**config.mk**
```make
export PLATFORM = sky130hd
export DESIGN_NAME = ram_rd_arb
export DESIGN_NICKNAME = d
export VERILOG_FILES = /design/src/rtl/ram_rd_arb_pkg.sv /design/src/rtl/ram_rd_rsp_pipe.sv /design/src/rtl/ram_rd_arb.sv
export SDC_FILE = /design/constraint.sdc
export NUM_CORES = 1
export LEC_CHECK = 0
export BUFFER_PORTS_ARGS = -buffer_cell sky130_fd_sc_hd__buf_2
export CAP_MARGIN = 10
export CORE_AREA = 4 4 220 222
export CTS_BUF_LIST = sky130_fd_sc_hd__clkbuf_16
export CTS_CLUSTER_SIZE = 28
export DETAILED_ROUTE_END_ITERATION = 6
export DIE_AREA = 0 0 224 226
export GPL_TIMING_DRIVEN = 0
export PLACE_DENSITY = 0.32
export SKIP_CTS_REPAIR_TIMING = 1
export SLEW_MARGIN = 15
export SYNTH_ARGS = -nofsm -noshare
export SYNTH_HDL_FRONTEND = slang
export SYNTH_SLANG_ARGS = --single-unit
```
**constraint.sdc**
```tcl
create_clock -name clk -period 1.2 [get_ports clk]
set_clock_uncertainty 0.1 [all_clocks]
set_input_delay 0 -clock clk [delete_from_list [all_inputs] [get_ports clk]]
set_output_delay 0 -clock clk [all_outputs]
set_load 0.02 [all_outputs]
```
**src/rtl/ram_rd_arb_pkg.sv**
```systemverilog
// Shared types and constants for the RAM read arbiter and its response tag pipeline.
package ram_rd_arb_pkg;

    localparam int unsigned ADDR_W         = 8;
    localparam int unsigned DATA_W         = 128;
    localparam int unsigned STARVE_LIM_DEF = 4;

    typedef enum logic [1:0] {
        RD_ID_BUF0 = 2'd0,
        RD_ID_BUF1 = 2'd1,
        RD_ID_AXI  = 2'd2
    } rd_id_e;

    typedef struct packed {
        rd_id_e              id;
        logic [ADDR_W-1:0]   addr;
    } rd_tag_t;

endpackage

```
**src/rtl/ram_rd_rsp_pipe.sv**
```systemverilog
// RAM_LAT-deep tag pipeline: carries {id, addr} of each grant alongside the RAM read.
module ram_rd_rsp_pipe
    import ram_rd_arb_pkg::*;
#(
    parameter int unsigned RAM_LAT = 1
) (
    input  logic    clk,
    input  logic    rst_n,
    input  logic    push_vld,
    input  rd_tag_t push_tag,
    output logic    pop_vld,
    output rd_tag_t pop_tag
);

    logic [RAM_LAT-1:0] vld_q, vld_d;
    rd_tag_t            tag_q [RAM_LAT];
    rd_tag_t            tag_d [RAM_LAT];

    // Each stage is a reset/enable flop: the tag only loads when a valid entry moves in.
    always_comb begin
        vld_d    = '0;
        tag_d    = tag_q;
        vld_d[0] = push_vld;
        if (push_vld) tag_d[0] = push_tag;
        for (int unsigned i = 1; i < RAM_LAT; i++) begin
            vld_d[i] = vld_q[i-1];
            if (vld_q[i-1]) tag_d[i] = tag_q[i-1];
        end
    end

    always_ff @(posedge clk) begin
        if (!rst_n) begin
            vld_q <= '0;
            tag_q <= '{default: '0};
        end else begin
            vld_q <= vld_d;
            tag_q <= tag_d;
        end
    end

    assign pop_vld = vld_q[RAM_LAT-1];
    assign pop_tag = tag_q[RAM_LAT-1];

endmodule

```
**src/rtl/ram_rd_arb.sv**
```systemverilog
// RAM read arbiter: AXI over two round-robin buffers, with tagged response return.
// Optional AXI starvation limit enabled by defining RAM_RD_ARB_STARVE_EN.
module ram_rd_arb
    import ram_rd_arb_pkg::*;
#(
    parameter int unsigned RAM_LAT    = 1,
    parameter int unsigned STARVE_LIM = STARVE_LIM_DEF
) (
    input  logic                clk,
    input  logic                rst_n,
    input  logic                buf0_rd_vld,
    input  logic [ADDR_W-1:0]   buf0_rd_addr,
    output logic                buf0_rd_rdy,
    input  logic                buf1_rd_vld,
    input  logic [ADDR_W-1:0]   buf1_rd_addr,
    output logic                buf1_rd_rdy,
    input  logic                axi_rd_vld,
    input  logic [ADDR_W-1:0]   axi_rd_addr,
    output logic                axi_rd_rdy,
    output logic                ram_rd_en,
    output logic [ADDR_W-1:0]   ram_rd_addr,
    input  logic [DATA_W-1:0]   ram_rd_data,
    output logic                buf0_alloc_vld,
    output logic [ADDR_W-1:0]   buf0_alloc_addr,
    output logic [DATA_W-1:0]   buf0_alloc_data,
    output logic                buf1_alloc_vld,
    output logic [ADDR_W-1:0]   buf1_alloc_addr,
    output logic [DATA_W-1:0]   buf1_alloc_data,
    output logic                axi_rsp_vld,
    output logic [DATA_W-1:0]   axi_rsp_data
);

    if (RAM_LAT < 1 || RAM_LAT > 2 || STARVE_LIM > 7) begin : g_bad_param
        $error("ram_rd_arb: RAM_LAT must be 1 or 2 and STARVE_LIM must fit 3 bits");
    end

    logic    rr_ptr_q, rr_ptr_d;
    logic    starve_hit;
    logic    push_vld, pop_vld;
    rd_tag_t push_tag, pop_tag;

`ifdef RAM_RD_ARB_STARVE_EN
    logic       buf_pend;
    logic [2:0] starve_cnt_q, starve_cnt_d;

    assign buf_pend   = buf0_rd_vld | buf1_rd_vld;
    assign starve_hit = buf_pend && (starve_cnt_q == 3'(STARVE_LIM));

    always_comb begin
        starve_cnt_d = starve_cnt_q;
        if (axi_rd_rdy && buf_pend) begin
            if (starve_cnt_q != 3'd7) starve_cnt_d = starve_cnt_q + 3'd1;
        end else if (buf0_rd_rdy || buf1_rd_rdy || !buf_pend) begin
            starve_cnt_d = '0;
        end
    end

    always_ff @(posedge clk) begin
        if (!rst_n) starve_cnt_q <= '0;
        else        starve_cnt_q <= starve_cnt_d;
    end
`else
    assign starve_hit = 1'b0;
`endif

    always_comb begin
        axi_rd_rdy  = 1'b0;
        buf0_rd_rdy = 1'b0;
        buf1_rd_rdy = 1'b0;
        if (axi_rd_vld && !starve_hit) begin
            axi_rd_rdy = 1'b1;
        end else if (buf0_rd_vld && buf1_rd_vld) begin
            buf0_rd_rdy = ~rr_ptr_q;
            buf1_rd_rdy = rr_ptr_q;
        end else begin
            buf0_rd_rdy = buf0_rd_vld;
            buf1_rd_rdy = buf1_rd_vld;
        end

        // Pointer moves to the buffer that was not just served.
        rr_ptr_d = rr_ptr_q;
        if (buf0_rd_rdy)      rr_ptr_d = 1'b1;
        else if (buf1_rd_rdy) rr_ptr_d = 1'b0;
    end

    always_ff @(posedge clk) begin
        if (!rst_n) rr_ptr_q <= 1'b0;
        else        rr_ptr_q <= rr_ptr_d;
    end

    always_comb begin
        ram_rd_addr   = '0;
        push_tag.id   = RD_ID_BUF0;
        if (axi_rd_rdy) begin
            ram_rd_addr = axi_rd_addr;
            push_tag.id = RD_ID_AXI;
        end else if (buf1_rd_rdy) begin
            ram_rd_addr = buf1_rd_addr;
            push_tag.id = RD_ID_BUF1;
        end else if (buf0_rd_rdy) begin
            ram_rd_addr = buf0_rd_addr;
        end
        push_tag.addr = ram_rd_addr;
    end

    assign ram_rd_en = axi_rd_rdy | buf0_rd_rdy | buf1_rd_rdy;
    assign push_vld  = ram_rd_en;

    ram_rd_rsp_pipe #(
        .RAM_LAT (RAM_LAT)
    ) u_rsp_pipe (
        .clk      (clk),
        .rst_n    (rst_n),
        .push_vld (push_vld),
        .push_tag (push_tag),
        .pop_vld  (pop_vld),
        .pop_tag  (pop_tag)
    );

    // Unselected return lanes stay zero so downstream can OR them together.
    always_comb begin
        buf0_alloc_vld  = 1'b0;
        buf0_alloc_addr = '0;
        buf0_alloc_data = '0;
        buf1_alloc_vld  = 1'b0;
        buf1_alloc_addr = '0;
        buf1_alloc_data = '0;
        axi_rsp_vld     = 1'b0;
        axi_rsp_data    = '0;
        if (pop_vld) begin
            case (pop_tag.id)
                RD_ID_BUF0: begin
                    buf0_alloc_vld  = 1'b1;
                    buf0_alloc_addr = pop_tag.addr;
                    buf0_alloc_data = ram_rd_data;
                end
                RD_ID_BUF1: begin
                    buf1_alloc_vld  = 1'b1;
                    buf1_alloc_addr = pop_tag.addr;
                    buf1_alloc_data = ram_rd_data;
                end
                RD_ID_AXI: begin
                    axi_rsp_vld  = 1'b1;
                    axi_rsp_data = ram_rd_data;
                end
                default: ;
            endcase
        end
    end

endmodule
```
## After elaboration in Yosys (flattened, before gate mapping)

Index checks and enable logic that the tools add are counted.

| word-level totals | value |
|---|---|
| register bits | 12 |
| input port bits | 157 |
| output and inout port bits | 415 |
| word-level logic and storage cells | 40 |

| operators by class | value |
|---|---|
| equality and inequality tests | 2 |
| muxes and demuxes | 28 |
| bitwise logic cells | 3 |
| reductions and logical operators | 3 |

Operator list:

| cell | number |
|---|---|
| $mux W128 | 6 |
| $mux W8 | 7 |
| $mux W1 | 14 |
| $eq A2 B1 Y1 const B | 1 |
| $eq A2 B2 Y1 const B | 1 |
| $logic_not A2 Y1 | 1 |
| $mux W2 | 1 |
| $or A1 B1 Y1 | 2 |
| $reduce_bool A2 Y1 | 1 |
| $logic_and A1 B1 Y1 | 1 |
| $not A1 Y1 | 1 |

## Longest topological paths before layout

Gate-level depths: netlist of the first run.

| depth | value |
|---|---|
| depth in word-level cells | 6 |
| gate-level depth with buffers | 5 |

## Modules after synthesis

From an unflattened synthesis of the first run, not the netlist that was laid out.

| unflattened totals | value |
|---|---|
| cells, all modules | 509 |
| area total of the unflattened synthesis | 3398.3 um2 |

By module, submodules not included:

| module | times used | cells an instance | area each (um2) |
|---|---|---|---|
| ram_rd_arb | 1 | 475 | 2992.9 |
| ram_rd_rsp_pipe | 1 | 34 | 405.4 |

## Worst setup path before layout of the first run

No wires, ideal clock.

| timing | value |
|---|---|
| path kind | register -> output |
| start | register rr_ptr_q |
| end | output port ram_rd_addr[0] |
| arrival time | 1195 ps |
| data required time | 1100 ps |
| slack | -95 ps |
| cell stages (with the launch flop) | 5 |
| path through | dfxtp_1 -> nand2b_1 -> buf_4 -> a31oi_1 -> a2bb2oi_1 |

| on the way | value |
|---|---|
| longest elaborated chain between the ends | 6 |
| elaborated cells between the ends (all ways) | 8 |
| those cells by class | mux: 7; bitwise: 1 |

RTL lines:

| element | line | text |
|---|---|---|
| start, declared | ram_rd_arb.sv:37 | `logic rr_ptr_q, rr_ptr_d;` |
| start signal, assigned | ram_rd_arb.sv:88 | `else rr_ptr_q <= rr_ptr_d;` |
| $not A1 Y1 | ram_rd_arb.sv:73 | `buf0_rd_rdy = ~rr_ptr_q;` |
| $mux W1 | ram_rd_arb.sv:72 | `end else if (buf0_rd_vld && buf1_rd_vld) begin` |
| $mux W1 | ram_rd_arb.sv:70 | `if (axi_rd_vld && !starve_hit) begin` |
| $mux W8 | ram_rd_arb.sv:100 | `end else if (buf0_rd_rdy) begin` |
| $mux W8 * | ram_rd_arb.sv:97 | `end else if (buf1_rd_rdy) begin` |
| $mux W8 * | ram_rd_arb.sv:94 | `if (axi_rd_rdy) begin` |
| end, declared | ram_rd_arb.sv:21 | `output logic [ADDR_W-1:0] ram_rd_addr,` |

Every way passes the cells marked *; elsewhere a longest branch is shown, timed or not.

## Worst setup path in the final report of the first run

| timing | value |
|---|---|
| start | register u_rsp_pipe.tag_q (netlist bit u_rsp_pipe.pop_tag[9]) |
| end | output port axi_rsp_data[51] |

| on the way | value |
|---|---|
| longest elaborated chain between the ends | 3 |

RTL lines:

| element | line | text |
|---|---|---|
| start, declared | ram_rd_rsp_pipe.sv:16 | `rd_tag_t tag_q [RAM_LAT];` |
| start signal, assigned | ram_rd_rsp_pipe.sv:37 | `tag_q <= tag_d;` |
| $eq A2 B2 Y1 | ram_rd_arb.sv:131 | `case (pop_tag.id)` |
| $mux W128 | ram_rd_arb.sv:131 |  |
| $mux W128 | ram_rd_arb.sv:130 | `if (pop_vld) begin` |
| end, declared | ram_rd_arb.sv:30 | `output logic [DATA_W-1:0] axi_rsp_data` |

No other way between the ends.

==> results of run 1 <==
-- per-layer routing --
metal  vias to the layer above  part of all wire
met5                         -           0.00041
met4                         2             0.011
met3                        31             0.072
met2                       332              0.52
met1                      2669              0.40
li1                       2848                 -
-- area by class of cell --
cell class              instances  share of cell area
clock inverters                 1           0.0004521
repair buffers                582              0.4140
well taps                     607             0.09148
inverters                       6            0.002713
clock buffers                   3            0.009043
flip-flops and latches         12             0.02954
plain buffers                  53             0.07958
multi-input cells             478              0.3732
-- kinds of logic (layout without fill, tap and decap cells) --
group | Yosys count | in the layout | synth area share
buffers and inverters | 59 | 645 | 0.08649
DFF | 12 | 12 | 0.06723
AOI/OAI and AO/OA | 39 | 39 | 0.08403
muxes | 3 | 3 | 0.008404
and+or+nand+nor | 436 | 436 | 0.7539
-- worst max-delay path, delay by kind of cell, from the launching register on --
kind	cells	cell delay, ns
flip-flops	1	0.37
buffers and inverters	4	0.57
AND/OR/NAND/NOR	3	0.39
-- worst paths after layout --
path,to,cells after the start,from
worst max-delay path,axi_rsp_data[51],7,u_rsp_pipe.pop_tag[9]
worst min-delay path,u_rsp_pipe.pop_tag[4],3,axi_rd_addr[4]
worst max register to register,u_rsp_pipe.pop_tag[7],4,rr_ptr_q
worst min register to register,u_rsp_pipe.pop_tag[4],2,u_rsp_pipe.pop_tag[4]
-- cell usage in the layout (no fill, tap or decap), types with 2 or more instances in the layout --
cell type      instances
buf_12                13
dfxtp_2                4
and2_4                 8
nor2_1                 3
dlygate4sd3_1          7
and2_1               382
nand2b_1               2
buf_6                 29
clkbuf_16              4
clkbuf_4               5
dfxtp_1                8
a221oi_2               5
and2_2                18
a21oi_1               13
clkbuf_1               2
buf_2                411
o21ai_0                9
o221a_1                3
a2bb2oi_2              3
buf_8                  8
nand2_1               17
buf_4                159
inv_1                  5
mux2i_1                3
a31oi_1                3
-- report_power, final --
part / switching, mW / internal, mW / total [mW]
combinational: 1.51 / 1.17 / 2.68
clock: 0.185 / 0.440 / 0.625
sequential: 0.0335 / 0.431 / 0.465
-- flip-flops by register name, summed over array words and instances (netlist names) --
register            count
u_rsp_pipe.pop_vld      1
u_rsp_pipe.pop_tag     10
rr_ptr_q                1
-- metrics by stage --
step             util  setup TNS (ns)
6_report       0.1791         -173.36
5_1_grt        0.1791         -203.40
3_5_place_dp   0.1559         -194.60
4_1_cts        0.1576         -301.59
3_3_place_gp   0.1559         -187.60
2_1_floorplan       -        -0.09297
==> reports/qor.yml, run 1 <==
global_route:
  met1_usage: 0.1350
  grt_overflow: 0
  grt_start_max_net_pins: 11
  met3_usage: 0.01950
  antenna_found_initial: 11
  grt_most_used_layer: "met2"
  grt_pass1_vias: 5728
  grt_util_all_layers: 0.1100
  met2_usage: 0.2062
  grt_pass1_wl_mm: 41.72
floorplan:
  die_area_mm2: 0.05062
  num_rows: 79
  die_x_um: 224
  die_h_um: 226
  initial_core_util: 0.07708
  core-area_mm2: 0.04636
  io_pins: 572
status:
  violations: "hold timing, setup timing"
  outcome: "finished, violations left"
sta:
  setup_viol: 417
  fin_crit_sh: 1.410
  fin_crit_ns: 1.693
  holdWs_ns: -0.05606
  finalWorstSetupSlack_ns: -0.4925
  relSlewSlack: 0.6364
  drv_slew: 0
  tightest_slew_ns: 0.5454
  rsz0062_at_grt: "yes"
  hold_viol_final: 6
  clock.fmax_mhz: 590.8
final_layout:
  multiInputGateArea_mm2: 0.003098
  area_growth_pct: 132.3
  drive_above_1_share: 0.5938
  fill_cells: 5395
  instances_no_fill: 1742
  layout.nets: 1293
  fin_area_mm2: 0.008302
  antennaDiodeCount: 0
  regArea_um2: 245.2
setup_path:
  cpPeakStageDelay_ns: 0.37
  cpMostUsedCell: "buf_12"
  cp-start-kind: "flip-flop"
  rrSetupSlack_ns: -0.15
  critical_path.cell_chain: "nand2_1 -> nor2_4 -> buf_12 -> buf_12 -> buf_8 -> and2_1 -> buf_4"
  critical-path-slowest-cell: "dfxtp_2"
  required_ns: 1.10
  arrival_ns: 1.59
  cp-end-kind: "primary output"
  cp_max_fo: 10
  worstSetupPathType: "reg2out"
drt:
  drtIter0Drc: 136
  drc: 0
  detail_route.wl_per_cell_um: 18.37
  final_antenna_net_count: 0
  drt-total-wl_mm: 32.00
  firstDrtPassIters: 4
  via_per_inst: 3.377
  vias: 5882
logic_synthesis:
  netlist_area_mm2: 0.003573
  ys.flop_type: "dfxtp_1"
  yosysTopAreaCell: "and2_1"
  synthesis.nets: 706
  syn_inst: 549
  ys_async_sr_fraction: 0
  synth.most_common_cell: "and2_1"
  synth_area_leaders: "and2_1 (71%), dfxtp_1 (6.7%), clkbuf_2 (3.5%), buf_2 (2.5%), a221oi_2 (2.1%)"
  yosysSeqAreaShare: 0.06723
  ys_seq_elements: 12
  synth_cell_types: 28
  yosysWarnings: 0
  yosys.area.top_type_share: 0.7143
  synth_common_cells: "and2_1 (408), clkbuf_2 (25), buf_2 (18), nand2_1 (17), a21oi_1 (13)"
  syn_area_per_cell_um2: 6.509
  synth_enable_flop_cells: 0
pwr:
  ir_worst_vdd_mv: 0.3743
  leakage_nw: 4.802
  total_power_mw: 3.766
  power_density_mw_per_mm2: 453.6
cts:
  cts_tree: "yes"
  numCtsBuffers: 3
  clockBufferDepth: 2
  htreeDepth: 1
  cts-root-buf: "clkbuf_16"
  clkTransAtPathRegs_ns: 0.05
  worst_skew_pair.late_latency_ns: 0.24
  clkSinkCount: 12
placement:
  io_buffer_count: 569
  place_area_mm2: 0.007229
  pre_cts_ws_ns: -0.7073
  dp.cells: 1725
  globalplace.congestion: 0.7631
  dpl.hpwl_mm: 27.73
worst_hold_path:
  min-delay-path-class: "in2reg"
flow_run:
  drv_cap: 0
(Power assumes the default switching activity.)
==> run 2: changes to the inputs <==
- CTS_BUF_LIST: sky130_fd_sc_hd__clkbuf_16 -> not set
==> run 2 against run 1 <==
Compared with the run above: the flow still finishes with violations (hold timing, setup timing); worst hold slack unchanged; register-to-register slack about the same; global-route usage unchanged; clock-buffer cell count increased by 1; die area unchanged; power increased by 1.8%; sequential power about the same; sequential share of layout area about the same; cell count unchanged; flip-flop and latch count unchanged; clock power increased by 11%; worst setup slack unchanged; critical path type unchanged.
==> reports/qor.yml, run 2 (same netlist as run 1, synthesis figures left out) <==
setup_path:
  reg2reg_depth: 4  # unchanged
  cp-end-kind: "primary output"  # unchanged
  rr_endpoint: "u_rsp_pipe.pop_tag[7]"  # unchanged
  arrival_ns: 1.59  # about the same
  worstSetupPathType: "reg2out"  # unchanged
  cp-start-kind: "flip-flop"  # unchanged
  startpoint: "u_rsp_pipe.pop_tag[9]"  # unchanged
  required_ns: 1.10  # about the same
  cp_max_fo: 10  # unchanged
  rrSetupSlack_ns: -0.15  # about the same
  r2r-start: "rr_ptr_q"  # unchanged
sta:
  hold_viol_final: 6  # unchanged
  tightest_slew_ns: 0.5453  # was 0.5454 ns
  fin_crit_sh: 1.410  # unchanged
  finalWorstSetupSlack_ns: -0.4925  # unchanged
  drv_slew: 0  # unchanged
  finalSetupTns_ns: -173.37  # was -173.36 ns
  clock.fmax_mhz: 590.8  # unchanged
  holdWs_ns: -0.05606  # unchanged
  relSlewSlack: 0.6365  # was 0.6364
  rsz0062_at_grt: "yes"  # unchanged
  setup_viol: 417  # unchanged
  fin_crit_ns: 1.693  # unchanged
drt:
  drtIter0Drc: 136  # unchanged
  detail_route.wl_per_cell_um: 18.37  # unchanged
  vias: 5882  # unchanged
  final_antenna_net_count: 0  # unchanged
  drt-total-wl_mm: 32.00  # unchanged
  via_per_inst: 3.377  # unchanged
  firstDrtPassIters: 4  # unchanged
  drc: 0  # unchanged
cts:
  cts-root-buf: "clkbuf_16"  # unchanged
  clockBufferDepth: 2  # unchanged
  worst_skew_pair.late_latency_ns: 0.24  # about the same
  cts_tree: "yes"  # unchanged
  numCtsBuffers: 3  # unchanged
  clkTransAtPathRegs_ns: 0.05  # about the same
  htreeDepth: 1  # unchanged
  clkSinkCount: 12  # unchanged
placement:
  io_buffer_count: 569  # unchanged
  place_area_mm2: 0.007229  # unchanged
  dp.cells: 1725  # unchanged
  dpl.hpwl_mm: 27.73  # unchanged
  globalplace.congestion: 0.7631  # unchanged
final_layout:
  multiInputGateArea_mm2: 0.003098  # unchanged
  area_growth_pct: 132.6  # was 132.3%
  largest_reg_flops: 10  # unchanged
  fin_area_mm2: 0.008312  # was 0.008302 mm^2
  drive_above_1_share: 0.5947  # was 0.5938
  fill_cells: 5394  # was 5395
  final_cell_mix: "buf_2 (411), and2_1 (382), buf_4 (159), buf_6 (29), and2_2 (18)"  # unchanged
  layout.nets: 1293  # unchanged
  layout_commonest_cell: "buf_2"  # unchanged
  final_util: 0.1793  # was 0.1791
  antennaDiodeCount: 0  # unchanged
  instances_no_fill: 1742  # unchanged
  regArea_um2: 245.2  # unchanged
floorplan:
  die_area_mm2: 0.05062  # unchanged
  core-area_mm2: 0.04636  # unchanged
  num_rows: 79  # unchanged
  die_h_um: 226  # unchanged
  initial_core_util: 0.07708  # unchanged
  die_x_um: 224  # unchanged
  io_pins: 572  # unchanged
worst_hold_path:
  min-delay-path-class: "in2reg"  # unchanged
  hold_path_end: "u_rsp_pipe.pop_tag[4]"  # unchanged
  hp-start: "axi_rd_addr[4]"  # unchanged
  min_path_cells: 3  # unchanged
global_route:
  grt_pass1_wl_mm: 41.72  # unchanged
  grt_pass1_vias: 5728  # unchanged
  grt_start_max_net_pins: 11  # unchanged
  grt_util_all_layers: 0.1100  # unchanged
  grt_overflow: 0  # unchanged
  antenna_found_initial: 11  # unchanged
pwr:
  power_density_mw_per_mm2: 461.1  # was 453.6 mW/mm^2
  ir_worst_vdd_mv: 0.3744  # was 0.3743 mV
  leakage_nw: 4.807  # was 4.802 nW
status:
  violations: "hold timing, setup timing"  # unchanged
  outcome: "finished, violations left"  # unchanged
flow_run:
  drv_cap: 0  # unchanged
run 2: cell types whose count changed in the layout (fill, tap and decap cells not counted), sizes merged:
cell    previous run  this run
clkbuf            11        12
clkinv             1         0
run 2: power by group:
part           total (mW)  switching (mW)  internal, mW
clock               0.692           0.187         0.504
sequential          0.465          0.0335         0.431
combinational        2.68            1.51          1.17
run 2: metal layers:
layer,vias up,routed length [um],track usage
met3,31,2289,0.01950
met4,2,343,0.01352
met2,332,16520,0.2062
met5,-,13,0
met1,2669,12830,0.1350
li1,2848,-,-
run 2: how the worst max path moves through the flow:
stage                               end  slack (ns)  cells after the start
floorplan           buf0_alloc_data[10]      -0.001                      4
finish                 axi_rsp_data[51]       -0.49                      7
global route           axi_rsp_data[23]       -0.57                      7
CTS                    axi_rsp_data[34]       -0.97                      6
detailed placement     axi_rsp_data[34]       -0.71                      6
global placement       axi_rsp_data[34]       -0.68                      6
run 2: layout make-up:
type | instances | share of cell area
buffer | 53 | 0.07948
clock buffer | 4 | 0.01069
inverter | 6 | 0.002710
multi-input combinational | 478 | 0.3727
sequential | 12 | 0.02950
tap | 607 | 0.09137
timing repair buffer | 582 | 0.4135
run 2: critical path, stage by stage (launching register included):
cell and delay (ns):
dfxtp_2 0.37, nand2_1 0.10, nor2_4 0.13, buf_12 0.13, buf_12 0.15, buf_8 0.13, and2_1 0.16, buf_4 0.16
run 2: stage by stage:
stage	hold slack [ns]	power [mW]	setup slack [ns]
floorplan	0.01259	1.679	-0.001033
global placement	0.1508	2.794	-0.6764
detailed placement	0.1535	2.789	-0.7073
CTS	-0.09073	3.499	-0.9690
global route	-0.001622	4.060	-0.5683
finish	-0.05606	3.833	-0.4925
